===== config.mk =====
export PLATFORM = sky130hd
export DESIGN_NAME = cas_player
export DESIGN_NICKNAME = d
export VERILOG_FILES = /design/src/rtl/cg_tape_pkg.sv /design/src/rtl/cas_player.sv
export SDC_FILE = /design/constraint.sdc
export NUM_CORES = 1
export LEC_CHECK = 0
export BUFFER_PORTS_ARGS = -buffer_cell sky130_fd_sc_hd__buf_4
export CAP_MARGIN = 30
export CELL_PAD_IN_SITES_DETAIL_PLACEMENT = 1
export CELL_PAD_IN_SITES_GLOBAL_PLACEMENT = 1
export CORE_MARGIN = 4
export CORE_UTILIZATION = 43
export CTS_BUF_LIST = sky130_fd_sc_hd__clkbuf_2 sky130_fd_sc_hd__clkbuf_4 sky130_fd_sc_hd__clkbuf_8
export CTS_CLUSTER_DIAMETER = 100
export DETAILED_ROUTE_END_ITERATION = 10
export PLACE_DENSITY_LB_ADDON = 0.1
export SYNTH_ARGS = -nofsm -noshare
export SYNTH_HDL_FRONTEND = slang
export SYNTH_SLANG_ARGS = --single-unit

===== constraint.sdc =====
create_clock -name clock -period 4.05 [get_ports clock]
set_clock_uncertainty 0.05 [all_clocks]
set_input_delay 0.6075 -clock clock [delete_from_list [all_inputs] [get_ports clock]]
set_output_delay 0.6075 -clock clock [all_outputs]
set_load 0.1 [all_outputs]

===== src/rtl/cg_tape_pkg.sv =====
// Shared cassette-playback definitions: bit-cell timing defaults and the player state encoding.
package cg_tape_pkg;

  typedef enum logic [1:0] {
    ST_IDLE = 2'd0,
    ST_RUN  = 2'd1,
    ST_STOP = 2'd2
  } tape_state_t;

  // Bit-cell timing in CPU cycles; a cell spans counts 0..PERIOD inclusive.
  localparam logic [11:0] SYNC_END_DEF = 12'h200;
  localparam logic [11:0] DATA_AT_DEF  = 12'h6FF;
  localparam logic [11:0] DATA_END_DEF = 12'h8FF;
  localparam logic [11:0] PERIOD_DEF   = 12'hE08;

  localparam logic [2:0]  BITPTR_MSB   = 3'd7;

  function automatic logic byte_bit(input logic [7:0] b, input logic [2:0] idx);
    return b[idx];
  endfunction

endpackage


===== src/rtl/cas_player.sv =====
// CAS image player: streams bytes MSB first from external RAM as sync + data pulses on the port $FF input bit.
module cas_player
  import cg_tape_pkg::*;
#(
  parameter logic [11:0] SYNC_END = SYNC_END_DEF,
  parameter logic [11:0] DATA_AT  = DATA_AT_DEF,
  parameter logic [11:0] DATA_END = DATA_END_DEF,
  parameter logic [11:0] PERIOD   = PERIOD_DEF
) (
  input  logic        clock,
  input  logic        reset,
  input  logic        ce,
  input  logic        play,
  input  logic        port_wr,
  input  logic [2:0]  port_d,
  input  logic        port_rd,
  input  logic [16:0] tape_end,
  output logic [16:0] ram_a,
  input  logic [7:0]  ram_q,
  output logic        latch,
  output logic        motor,
  output logic [1:0]  snd,
  output logic        busy,
  output logic        done,
  output tape_state_t state
);

  logic [11:0] cnt;
  logic [2:0]  bitptr;
  logic        bitval;
  logic [1:0]  snd_wr;

  // port_wr / port_rd are single-ce strobes: they act only on a clock with ce=1
  // and carry no handshake back; every other input is likewise sampled only under ce.
  logic wr_stb, rd_stb;
  logic motor_on_edge, motor_off_edge;
  logic past_end, sync_win, data_win;
  logic latch_set, latch_clr;

  assign wr_stb         = ce & port_wr;
  assign rd_stb         = ce & port_rd;
  assign motor_on_edge  = wr_stb &  port_d[2] & ~motor;
  assign motor_off_edge = wr_stb & ~port_d[2] &  motor;
  assign past_end       = ram_a > tape_end;
  assign sync_win       = cnt < SYNC_END;
  assign data_win       = (cnt > DATA_AT) && (cnt < DATA_END) && bitval;
  assign latch_set      = (state == ST_RUN) & ~past_end & ~motor_on_edge & ~motor_off_edge
                          & (sync_win | data_win);
  assign latch_clr      = wr_stb | rd_stb;

  // While playing, the audio mix follows the conditioned tape bit instead of the CPU value.
  assign snd = busy ? {1'b0, latch} : snd_wr;

  always_ff @(posedge clock or posedge reset) begin
    if (reset) begin
      state  <= ST_IDLE;
      cnt    <= 12'd0;
      bitptr <= BITPTR_MSB;
      ram_a  <= 17'd0;
      latch  <= 1'b0;
      bitval <= 1'b0;
      motor  <= 1'b0;
      snd_wr <= 2'b00;
      busy   <= 1'b0;
      done   <= 1'b0;
    end else if (ce) begin
      if (wr_stb) begin
        motor  <= port_d[2];
        snd_wr <= port_d[1:0];
      end

      if (latch_set)      latch <= 1'b1;
      else if (latch_clr) latch <= 1'b0;

      // Motor edges override whatever the state machine would otherwise do this ce.
      if (motor_off_edge) begin
        state <= ST_IDLE;
        busy  <= 1'b0;
        cnt   <= 12'd0;
      end else if (motor_on_edge) begin
        state  <= ST_IDLE;
        busy   <= 1'b0;
        cnt    <= 12'd0;
        ram_a  <= 17'd0;
        bitptr <= BITPTR_MSB;
      end else begin
        case (state)
          ST_IDLE: begin
            if (play || (rd_stb && motor)) begin
              state  <= ST_RUN;
              busy   <= 1'b1;
              ram_a  <= 17'd0;
              bitptr <= BITPTR_MSB;
              cnt    <= 12'd0;
              done   <= 1'b0;
            end
          end
          ST_RUN: begin
            if (past_end) begin
              state <= ST_STOP;
              busy  <= 1'b0;
              done  <= 1'b1;
              latch <= 1'b0;
            end else begin
              cnt <= (cnt >= PERIOD) ? 12'd0 : cnt + 12'd1;
              // ram_a has been stable since the previous bit boundary, so ram_q is valid here.
              if (cnt == DATA_AT) begin
                bitval <= byte_bit(ram_q, bitptr);
                if (bitptr == 3'd0) begin
                  bitptr <= BITPTR_MSB;
                  ram_a  <= ram_a + 17'd1;
                end else begin
                  bitptr <= bitptr - 3'd1;
                end
              end
            end
          end
          ST_STOP: begin
            latch <= 1'b0;
            if (!play) state <= ST_IDLE;
          end
          default: begin
            state <= ST_IDLE;
            busy  <= 1'b0;
          end
        endcase
      end
    end
  end

endmodule


==> flow_summary.json, run 1 <==
{
  "synth_largest_type_area_fraction_pct": 31.30,
  "cell_count_after_synthesis": 353,
  "synth_flop_cell": "dfrtp_1",
  "drive_above_1_share_pct": 21.46,
  "p_leak_nw": 1.721,
  "worstMarginPinSlew_ps": 874.3,
  "synth_largest_area_cell": "dfrtp_1",
  "timing.reg2reg.setup_slack_ps": 1070,
  "worstSetupPathType": "flop to flop",
  "place_inst": 498,
  "cp_data_required_time_ps": 4150,
  "ioPinCount": 59,
  "rr_worst_depth": 7,
  "post_cts.repair.setup_buffers": 0,
  "regToRegStartpoint": "ram_a[16]",
  "power.density_nw_per_um2": 498.4,
  "chipWidth_um": 92.06,
  "cts.path.max_buffers": 2,
  "reg2reg_to": "cnt[2]",
  "status": "completed",
  "synth-async-reset-ratio_pct": 100.0,
  "place_congestion": 0.8242,
  "total_setup_violations_reported_at_the_end_of_the_flow": 0,
  "syn_area_per_cell_um2": 8.606,
  "synth_enable_flop_cells": 0,
  "grt_max_degree": 24,
  "clock_latency_ps": 300,
  "finished_layout_cells": 506,
  "dp_hpwl_mm": 6.405,
  "most_area_consuming_cells_after_synthesis": "dfrtp_1, ha_1, o31ai_1",
  "via_count_of_the_first_global_routing_pass": 2990,
  "final_period_minus_worst_setup_slack_ps": 2979,
  "nFillCells": 838,
  "timing.final.max_slew_violations": 0,
  "antennaDiodeCount": 0,
  "global_route.usage.total_pct": 20.48,
  "per_cell_via_count_in_the_routed_design": 5.838,
  "synthToLayoutAreaGrowth_pct": 21.58,
  "globalRouteOverflowTotal": 0,
  "synthesis.area_um2": 3038,
  "critPathArrivalTime_ps": 3080,
  "total_wire_length_after_detailed_routing_mm": 8.429,
  "setup.worst_path.start_class": "flop",
  "cts.reportedPaths.clkPinSlew_ps": 90,
  "hold_violations": 0,
  "port_buffers": 58,
  "routedWlPerCell_um": 16.66,
  "yosys_warnings": 0,
  "number_of_antenna_violations_at_the_first_check_in_global_routing": 0,
  "cts_max_level": 2,
  "final_area_um2": 3694,
  "die-height_um": 92.06,
  "synth_top_cells_by_count": "dfrtp_1, inv_1, nand2_1",
  "seq_area_frac_synth_pct": 33.90,
  "tritoncts": "done",
  "cp_slowest_cell": "o21ai_1",
  "synthesized_net_count": 412,
  "worstHoldPathType": "input pin to asynchronous set/reset pin",
  "max_freq_mhz": 335.7,
  "hold_buffers": 0,
  "irDropWorstVdd_uv": 521.7,
  "holdWs_ps": 414.3,
  "crit_path_max_cell_delay_ps": 580,
  "initial_utilization_pct": 44.47,
  "core.rowCount": 30,
  "postSynthRegisterBits": 41,
  "clock_buffers_created_by_tritoncts": 5,
  "detail_route.drc_violations": 0,
  "count_of_unique_library_cells_instantiated_by_yosys": 48,
  "detailedRoute.firstIterationViolations": 94,
  "worst_slew_margin_rel_pct": 41.71,
  "grt_pass1_wl_mm": 14.24,
  "dr_total_vias": 2954,
  "setup.worst_path.end_class": "flop",
  "design.core.area_um2": 6832,
  "placement.cell_area_um2": 3573,
  "synth_most_common_cell": "dfrtp_1",
  "clock-root-buffer": "clkbuf_8",
  "critical_path_peak_fanout": 13,
  "max_cap_violations": 0,
  "setup_repair_after_global_routing_missed_its_margin": "false",
  "nNetsFinal": 468,
  "timing.final.crit_share_pct": 73.55,
  "cts.sink_count": 41,
  "fin_setup_tns_ps": 0,
  "detailed_routing_iterations_pass_1": 4,
  "die-area_um2": 8474,
  "sequence_of_cells_on_the_critical_path": "ha_1 > nand4_1 > nor4_1 > a211oi_2 > a21o_1 > o21ai_1 > o21ai_0",
  "detail-route-antenna-nets": 0,
  "ctsResizeCount": 0
}
[stage by stage]
| step | util [%] | worst slack, ps | power (W) |
|---|---|---|---|
| final | 54.07 | 1071 | 0.001841 |
| after CTS | 54.07 | 1083 | 0.001857 |
| after floorplan | - | 774.0 | 0.001239 |
| after detailed placement | 52.31 | 829.9 | 0.001491 |
| after global routing | 54.07 | 863.0 | 0.001953 |
| after global placement | 52.31 | 993.7 | 0.001465 |
[area by class of cell]
cell class	instances	area, um2	area share (%)
clock buffer	7	90.09	2.439
clock inverter	1	30.03	0.8130
inverter	27	101.3	2.744
multi-input combinational	270	1842	49.86
sequential	41	1030	27.88
tap	96	120.1	3.252
timing repair buffer	64	480.5	13.01
[registers in the layout, indices dropped and copies added, names as in the netlist]
name and count:
latch 1, snd_wr 2, bitptr 3, motor 1
bitval 1, cnt 12, state 2, busy 1
done 1, ram_a 17
[power by group]
group / total [W] / switching [W] / leakage (nW) / internal, W
Clock: 0.000364 / 0.000156 / 0.0619 / 0.000208
Sequential: 0.000552 / 0.0000733 / 0.548 / 0.000479
Combinational: 0.000924 / 0.000658 / 1.11 / 0.000266
Total: 0.00184 / 0.000888 / 1.72 / 0.000953
[worst max-delay path by stage]
stage | to | depth (start not counted) | start
CTS | cnt[2] | 7 | ram_a[16]
global route | ram_a[13] | 8 | state[1]
finish | cnt[2] | 7 | ram_a[16]
detailed placement | cnt[2] | 9 | tape_end[14]
global placement | cnt[5] | 9 | tape_end[2]
floorplan | ram_a[11] | 8 | ram_a[2]
[placed cells by master (no fill, tap or decap), types with 3 or more instances in the layout]
master | netlist | final
buf_4 | 0 | 64
dfrtp_1 | 38 | 38
nand2_1 | 27 | 27
inv_1 | 27 | 27
a21oi_1 | 25 | 25
ha_1 | 25 | 25
o31ai_1 | 22 | 22
nor2_1 | 20 | 20
nand3_1 | 18 | 18
o21ai_0 | 18 | 18
nand4_1 | 11 | 11
or4_1 | 10 | 10
nor3_1 | 9 | 9
and3_1 | 7 | 7
o21a_1 | 6 | 6
nor2b_1 | 6 | 6
mux2_2 | 6 | 6
clkbuf_8 | 0 | 6
nand2b_1 | 5 | 5
a211o_1 | 4 | 4
a211oi_1 | 4 | 4
and2_1 | 4 | 4
mux2i_1 | 4 | 4
o21ai_1 | 4 | 4
a31oi_1 | 4 | 4
and4_1 | 3 | 3
dfstp_2 | 3 | 3
[metal layers]
layer / global-route usage (%) / up-vias / wire, um / part of all wire (%)
met2: 35.40 / 62 / 4162 / 49
li1: - / 1430 / - / -
met1: 25.63 / 1445 / 3767 / 45
met3: 4.430 / 17 / 354 / 4.2
met4: 5.817 / 0 / 145 / 1.7
met5: 0 / - / 0 / 0
[logic make-up (layout without fill, tap and decap cells)]
logic type               count (synthesis)  after routing  share of synthesized area (%)
flip-flops                              41             41                          33.90
AO/OA/AOI/OAI                          103            103                          22.45
buffers and inverters                   42             99                          5.478
XOR/XNOR                                 1              1                         0.2884
AND/OR/NAND/NOR                        129            129                          22.57
multiplexers                            12             12                          5.025
adder cells (fa/ha/maj)                 25             25                          10.30
[critical path, delay by kind of cell, from the launching register on]
kind	cells	cell delay, ps
AND/OR/NAND/NOR	2	690
adder cells (fa/ha/maj)	1	310
flip-flops	1	440
AO/OA/AOI/OAI	4	1330
No activity file was read; power rests on OpenSTA's default activity.
==> inputs of run 2 (changes only) <==
==> constraint.sdc (replaced) <==
create_clock -name clock -period 2.8 [get_ports clock]
set_clock_uncertainty 0.05 [all_clocks]
set_input_delay 0.42 -clock clock [delete_from_list [all_inputs] [get_ports clock]]
set_output_delay 0.42 -clock clock [all_outputs]
set_load 0.1 [all_outputs]
==> flow_summary.json, run 2 (synthesized netlist as in run 1, its figures left out) <==
{
  "hold_buffers": 0,
  "register_area_um2": 1061,
  "irDropWorstVdd_uv": 574.9,
  "detailedRoute.firstIterationViolations": 139,
  "holdWs_ps": 210.7,
  "multiInputGateArea_um2": 1993,
  "cts.sink_count": 41,
  "clock_latency_ps": 300,
  "worstHoldPathType": "input pin to asynchronous set/reset pin",
  "grt_max_degree": 42,
  "die-height_um": 92.06,
  "timing.final.crit_share_pct": 99.79,
  "nNetsFinal": 498,
  "chipWidth_um": 92.06,
  "cts_max_level": 2,
  "detail_route.drc_violations": 0,
  "max_freq_mhz": 357.9,
  "worst_slew_margin_rel_pct": 55.34,
  "place_congestion": 0.7908,
  "cp_data_required_time_ps": 2970,
  "tritoncts": "done",
  "max_cap_violations": 0,
  "p_leak_nw": 1.857,
  "clock_buffers_created_by_tritoncts": 5,
  "setup.worst_path.start_class": "flop",
  "hold_violations": 0,
  "ioPinCount": 59,
  "worstSetupPathType": "flop to flop",
  "detail-route-antenna-nets": 0,
  "critical_path_peak_fanout": 7,
  "setup_repair_after_global_routing_missed_its_margin": "true",
  "timing.final.ws_setup_ps": 5.745,
  "initial_utilization_pct": 44.47,
  "layout_commonest_cell": "buf_4",
  "design.core.area_um2": 6832,
  "total_wire_length_after_detailed_routing_mm": 9.919,
  "postLayoutCoreUtil_pct": 60.26,
  "via_count_of_the_first_global_routing_pass": 3296,
  "setup.worst_path.end_class": "flop",
  "timing.final.max_slew_violations": 0,
  "total_setup_violations_reported_at_the_end_of_the_flow": 0,
  "nFillCells": 815,
  "dp_hpwl_mm": 7.076,
  "globalRouteOverflowTotal": 0,
  "antennaDiodeCount": 0,
  "largest_register_ffs": 17,
  "die-area_um2": 8474,
  "dr_total_vias": 3157,
  "global_route.usage.total_pct": 22.70,
  "final_period_minus_worst_setup_slack_ps": 2794,
  "synthToLayoutAreaGrowth_pct": 35.50,
  "critPathArrivalTime_ps": 2970,
  "cts.path.max_buffers": 2,
  "largest_registers": "ram_a (17), cnt (12), bitptr (3)",
  "routedWlPerCell_um": 18.51,
  "detailed_routing_iterations_pass_1": 4,
  "clock-root-buffer": "clkbuf_8",
  "grt_pass1_wl_mm": 15.52,
  "port_buffers": 58,
  "drive_above_1_share_pct": 36.59,
  "pre_cts_slack_ps": -230.3,
  "largest-register": "ram_a",
  "power.density_nw_per_um2": 662.0,
  "number_of_antenna_violations_at_the_first_check_in_global_routing": 0,
  "core.rowCount": 30,
  "commonest_cells_after_routing_fill_and_taps_aside": "buf_4, nand2_1, inv_1",
  "status": "completed",
  "cts.reportedPaths.clkPinSlew_ps": 90,
  "worstMarginPinSlew_ps": 669.9,
  "per_cell_via_count_in_the_routed_design": 5.890
}
[run 2: power by group]
| part | leakage (nW) | internal, W | total, W | switching, W |
|---|---|---|---|---|
| Clock | 0.0445 | 0.000177 | 0.000411 | 0.000234 |
| Sequential | 0.519 | 0.000703 | 0.000793 | 0.0000899 |
| Combinational | 1.29 | 0.000470 | 0.00152 | 0.00105 |
[run 2: path summary, 6_finish.rpt]
path,from,to,slack [ps],depth (start not counted)
setup reg to reg,ram_a[3],ram_a[8],6,9
hold reg to reg,snd_wr[1],snd_wr[1],460,1
max in group asynchronous,reset,ram_a[2],2060,3
setup / recovery,ram_a[3],ram_a[8],6,9
hold / removal,reset,cnt[7],210,3
min in group clock,port_d[1],snd_wr[1],300,2
[run 2: worst max-delay path, stage by stage, from the launching register on]
cell	delay [ps]
dfrtp_4	540
ha_4	240
o21a_1	190
a221o_1	400
a211oi_4	350
a211oi_4	140
buf_6	160
buf_12	120
or4_1	390
a21oi_1	140
[run 2: layer usage]
| metal | GRT usage (%) | up-vias | part of all wire [%] |
|---|---|---|---|
| met4 | 7.673 | 0 | 2.0 |
| met2 | 42.40 | 76 | 54 |
| met1 | 26.02 | 1577 | 41 |
| met5 | 0 | - | 0 |
| li1 | - | 1486 | - |
| met3 | 3.692 | 18 | 3.3 |
[run 2: per-stage QoR]
step           power [W]  area [um2]  setup TNS (ps)  instances
3_5_place_dp    0.002275        3839           -1723        522
3_3_place_gp    0.002221        3827           -1979        521
5_1_grt         0.002879        4116          -587.9        536
2_1_floorplan   0.001807        3094          -11.11        353
4_1_cts         0.002701        3959               0        531
6_report        0.002725        4116               0        536
[run 2: layout make-up]
| class | instances | share of cell area (%) |
|---|---|---|
| Sequential cell | 41 | 25.78 |
| Inverter | 27 | 2.462 |
| Multi-Input combinational cell | 270 | 48.42 |
| Clock buffer | 5 | 1.672 |
| Timing Repair Buffer | 94 | 18.24 |
| Tap cell | 96 | 2.918 |
| Clock inverter | 3 | 0.5167 |
[run 2: timing repair]
item,4_1_cts,5_1_grt
pin swaps,3,13
gates cloned,0,1
gates resized for setup,4,27
buffers inserted,1,4
endpoints found under the setup margin,8,18
==> inputs of run 3 (changes only) <==
--- a/config.mk
+++ b/config.mk
@@ -10,7 +10,7 @@
 export CELL_PAD_IN_SITES_DETAIL_PLACEMENT = 1
 export CELL_PAD_IN_SITES_GLOBAL_PLACEMENT = 1
 export CORE_MARGIN = 4
-export CORE_UTILIZATION = 43
+export CORE_UTILIZATION = 39
 export CTS_BUF_LIST = sky130_fd_sc_hd__clkbuf_2 sky130_fd_sc_hd__clkbuf_4 sky130_fd_sc_hd__clkbuf_8
 export CTS_CLUSTER_DIAMETER = 100
 export DETAILED_ROUTE_END_ITERATION = 10
==> constraint.sdc (replaced) <==
create_clock -name clock -period 2.3 [get_ports clock]
set_clock_uncertainty 0.05 [all_clocks]
set_input_delay 0.345 -clock clock [delete_from_list [all_inputs] [get_ports clock]]
set_output_delay 0.345 -clock clock [all_outputs]
set_load 0.1 [all_outputs]
==> flow_summary.json, run 3 (synthesized netlist as in run 1, its figures left out) <==
{
  "detail-route-antenna-nets": 0,
  "cts_max_level": 2,
  "setup.worst_path.end_class": "flop",
  "critical_path_peak_fanout": 5,
  "die-height_um": 96.26,
  "timing.final.max_slew_violations": 0,
  "detailedRoute.firstIterationViolations": 123,
  "worst_slew_margin_rel_pct": 59.97,
  "routedWlPerCell_um": 21.05,
  "initial_utilization_pct": 41.01,
  "antennaDiodeCount": 0,
  "core.rowCount": 31,
  "global_route.usage.total_pct": 26.79,
  "status": "finished with violations",
  "place_congestion": 0.8405,
  "dp_hpwl_mm": 8.013,
  "cts.sink_count": 41,
  "clock_buffers_created_by_tritoncts": 5,
  "dr_total_vias": 3472,
  "clock_latency_ps": 300,
  "chipWidth_um": 96.26,
  "setup_repair_after_global_routing_missed_its_margin": "true",
  "hold_buffers": 0,
  "globalRouteOverflowTotal": 0,
  "max_freq_mhz": 370.4,
  "total_setup_violations_reported_at_the_end_of_the_flow": 38,
  "largest_register_ffs": 17,
  "timing.final.crit_share_pct": 117.4,
  "worstMarginPinSlew_ps": 599.8,
  "irDropWorstVdd_uv": 707.7,
  "fin_setup_tns_ps": -11740,
  "place_inst": 568,
  "synthToLayoutAreaGrowth_pct": 60.83,
  "final_period_minus_worst_setup_slack_ps": 2700,
  "power.density_nw_per_um2": 798.1,
  "nNetsFinal": 544,
  "max_cap_violations": 0,
  "finished_layout_cells": 585,
  "hold_violations": 0,
  "drive_above_1_share_pct": 52.06,
  "design.core.area_um2": 7408,
  "crit_path_max_cell_delay_ps": 550,
  "grt_max_degree": 21,
  "via_count_of_the_first_global_routing_pass": 3818,
  "violations": "negative setup slack",
  "nFillCells": 843,
  "sequence_of_cells_on_the_critical_path": "ha_4 > a211o_1 > a221o_1 > a211oi_4 > buf_6 > a211oi_4 > or4_4 > a21oi_4",
  "detail_route.drc_violations": 0,
  "number_of_antenna_violations_at_the_first_check_in_global_routing": 0,
  "cp_data_required_time_ps": 2480,
  "ioPinCount": 59,
  "worstHoldPathType": "input pin to asynchronous set/reset pin",
  "grt_pass1_wl_mm": 19.15,
  "worstSetupPathType": "flop to flop",
  "layout_commonest_cell": "buf_4",
  "per_cell_via_count_in_the_routed_design": 5.935,
  "timing.final.ws_setup_ps": -399.9,
  "p_leak_nw": 2.103,
  "port_buffers": 58,
  "commonest_cells_after_routing_fill_and_taps_aside": "buf_4, inv_1, nand2_1",
  "cts.path.max_buffers": 2,
  "setup.worst_path.start_class": "flop",
  "critPathArrivalTime_ps": 2880,
  "cp_slowest_cell": "or4_4",
  "cell_seen_most_often_among_critical_path_stages": "a211oi_4",
  "tritoncts": "done",
  "largest_registers": "ram_a (17), cnt (12), bitptr (3)",
  "detailed_routing_iterations_pass_1": 4,
  "total_wire_length_after_detailed_routing_mm": 12.31,
  "largest-register": "ram_a",
  "die-area_um2": 9266,
  "cts.reportedPaths.clkPinSlew_ps": 90,
  "clock-root-buffer": "clkbuf_8"
}
==> run 3: cell count changes in the layout (fill, tap and decap cells not counted), sizes merged <==
cell	delta
buf	+43
clkbuf	+3
a211oi	+2
a211o	+1
clkinv	-1
clkinvlp	-1
inv	-1
==> run 3: worst max-delay path, delay by kind of cell (launching register included) <==
family | cells | cell delay (ps)
AOI/OAI and AO/OA | 5 | 1110
and+or+nand+nor | 1 | 550
DFF | 1 | 510
adders and majority gates | 1 | 250
buffers and inverters | 1 | 170
==> run 3: area by class of cell <==
cell class | instances | area, um2 | area share [%]
repair buffers | 137 | 1079 | 22.07
well taps | 99 | 123.9 | 2.535
clock buffers | 8 | 97.59 | 1.997
inverters | 27 | 101.3 | 2.074
multi-input cells | 273 | 2414 | 49.40
flip-flops and latches | 41 | 1071 | 21.92
==> run 3: final timing paths <==
| kind | start | endpoint | slack (ps) | cells past startpoint |
|---|---|---|---|---|
| worst min register to register | snd_wr[1] | snd_wr[1] | 460 | 1 |
| max in group asynchronous | reset | bitptr[0] | 1430 | 3 |
| worst min-delay path | reset | cnt[0] | 60 | 2 |
| min in group clock | port_d[1] | snd_wr[1] | 230 | 2 |
| worst max-delay path | ram_a[2] | ram_a[3] | -400 | 8 |
| worst max register to register | ram_a[2] | ram_a[3] | -400 | 8 |
==> run 3: stage by stage <==
stage / hold slack [ps] / utilization [%] / setup WS (ps) / cell area [um2] / total power (W)
finish: 59.41 / 65.95 / -399.9 / 4886 / 0.003899
detailed placement: 392.3 / 56.49 / -585.9 / 4185 / 0.003028
CTS: 64.91 / 63.20 / -307.0 / 4682 / 0.003753
global route: 87.51 / 65.95 / -475.2 / 4886 / 0.004114
global placement: 383.9 / 56.49 / -492.2 / 4185 / 0.002939
floorplan: 422.2 / - / -439.4 / 3159 / 0.002237
==> run 3: timing repair <==
item,4_1_cts,5_1_grt
setup buffers,5,1
pin swaps,27,8
cloned,4,0
resized for setup,69,39
setup endpoints to repair,38,38
==> run 3: power by group <==
group | internal [W] | switching, W | total (W)
Combinational | 0.000824 | 0.00155 | 0.00238
Clock | 0.000269 | 0.000270 | 0.000539
Sequential | 0.000864 | 0.000120 | 0.000984
==> run 3: layer usage <==
metal / wire [um] / global-route usage, % / part of all wire [%]
met3: 407 / 3.206 / 3.3
met4: 403 / 12.56 / 3.3
met1: 4807 / 30.40 / 39
met2: 6694 / 49.34 / 54
met5: 0 / 0 / 0
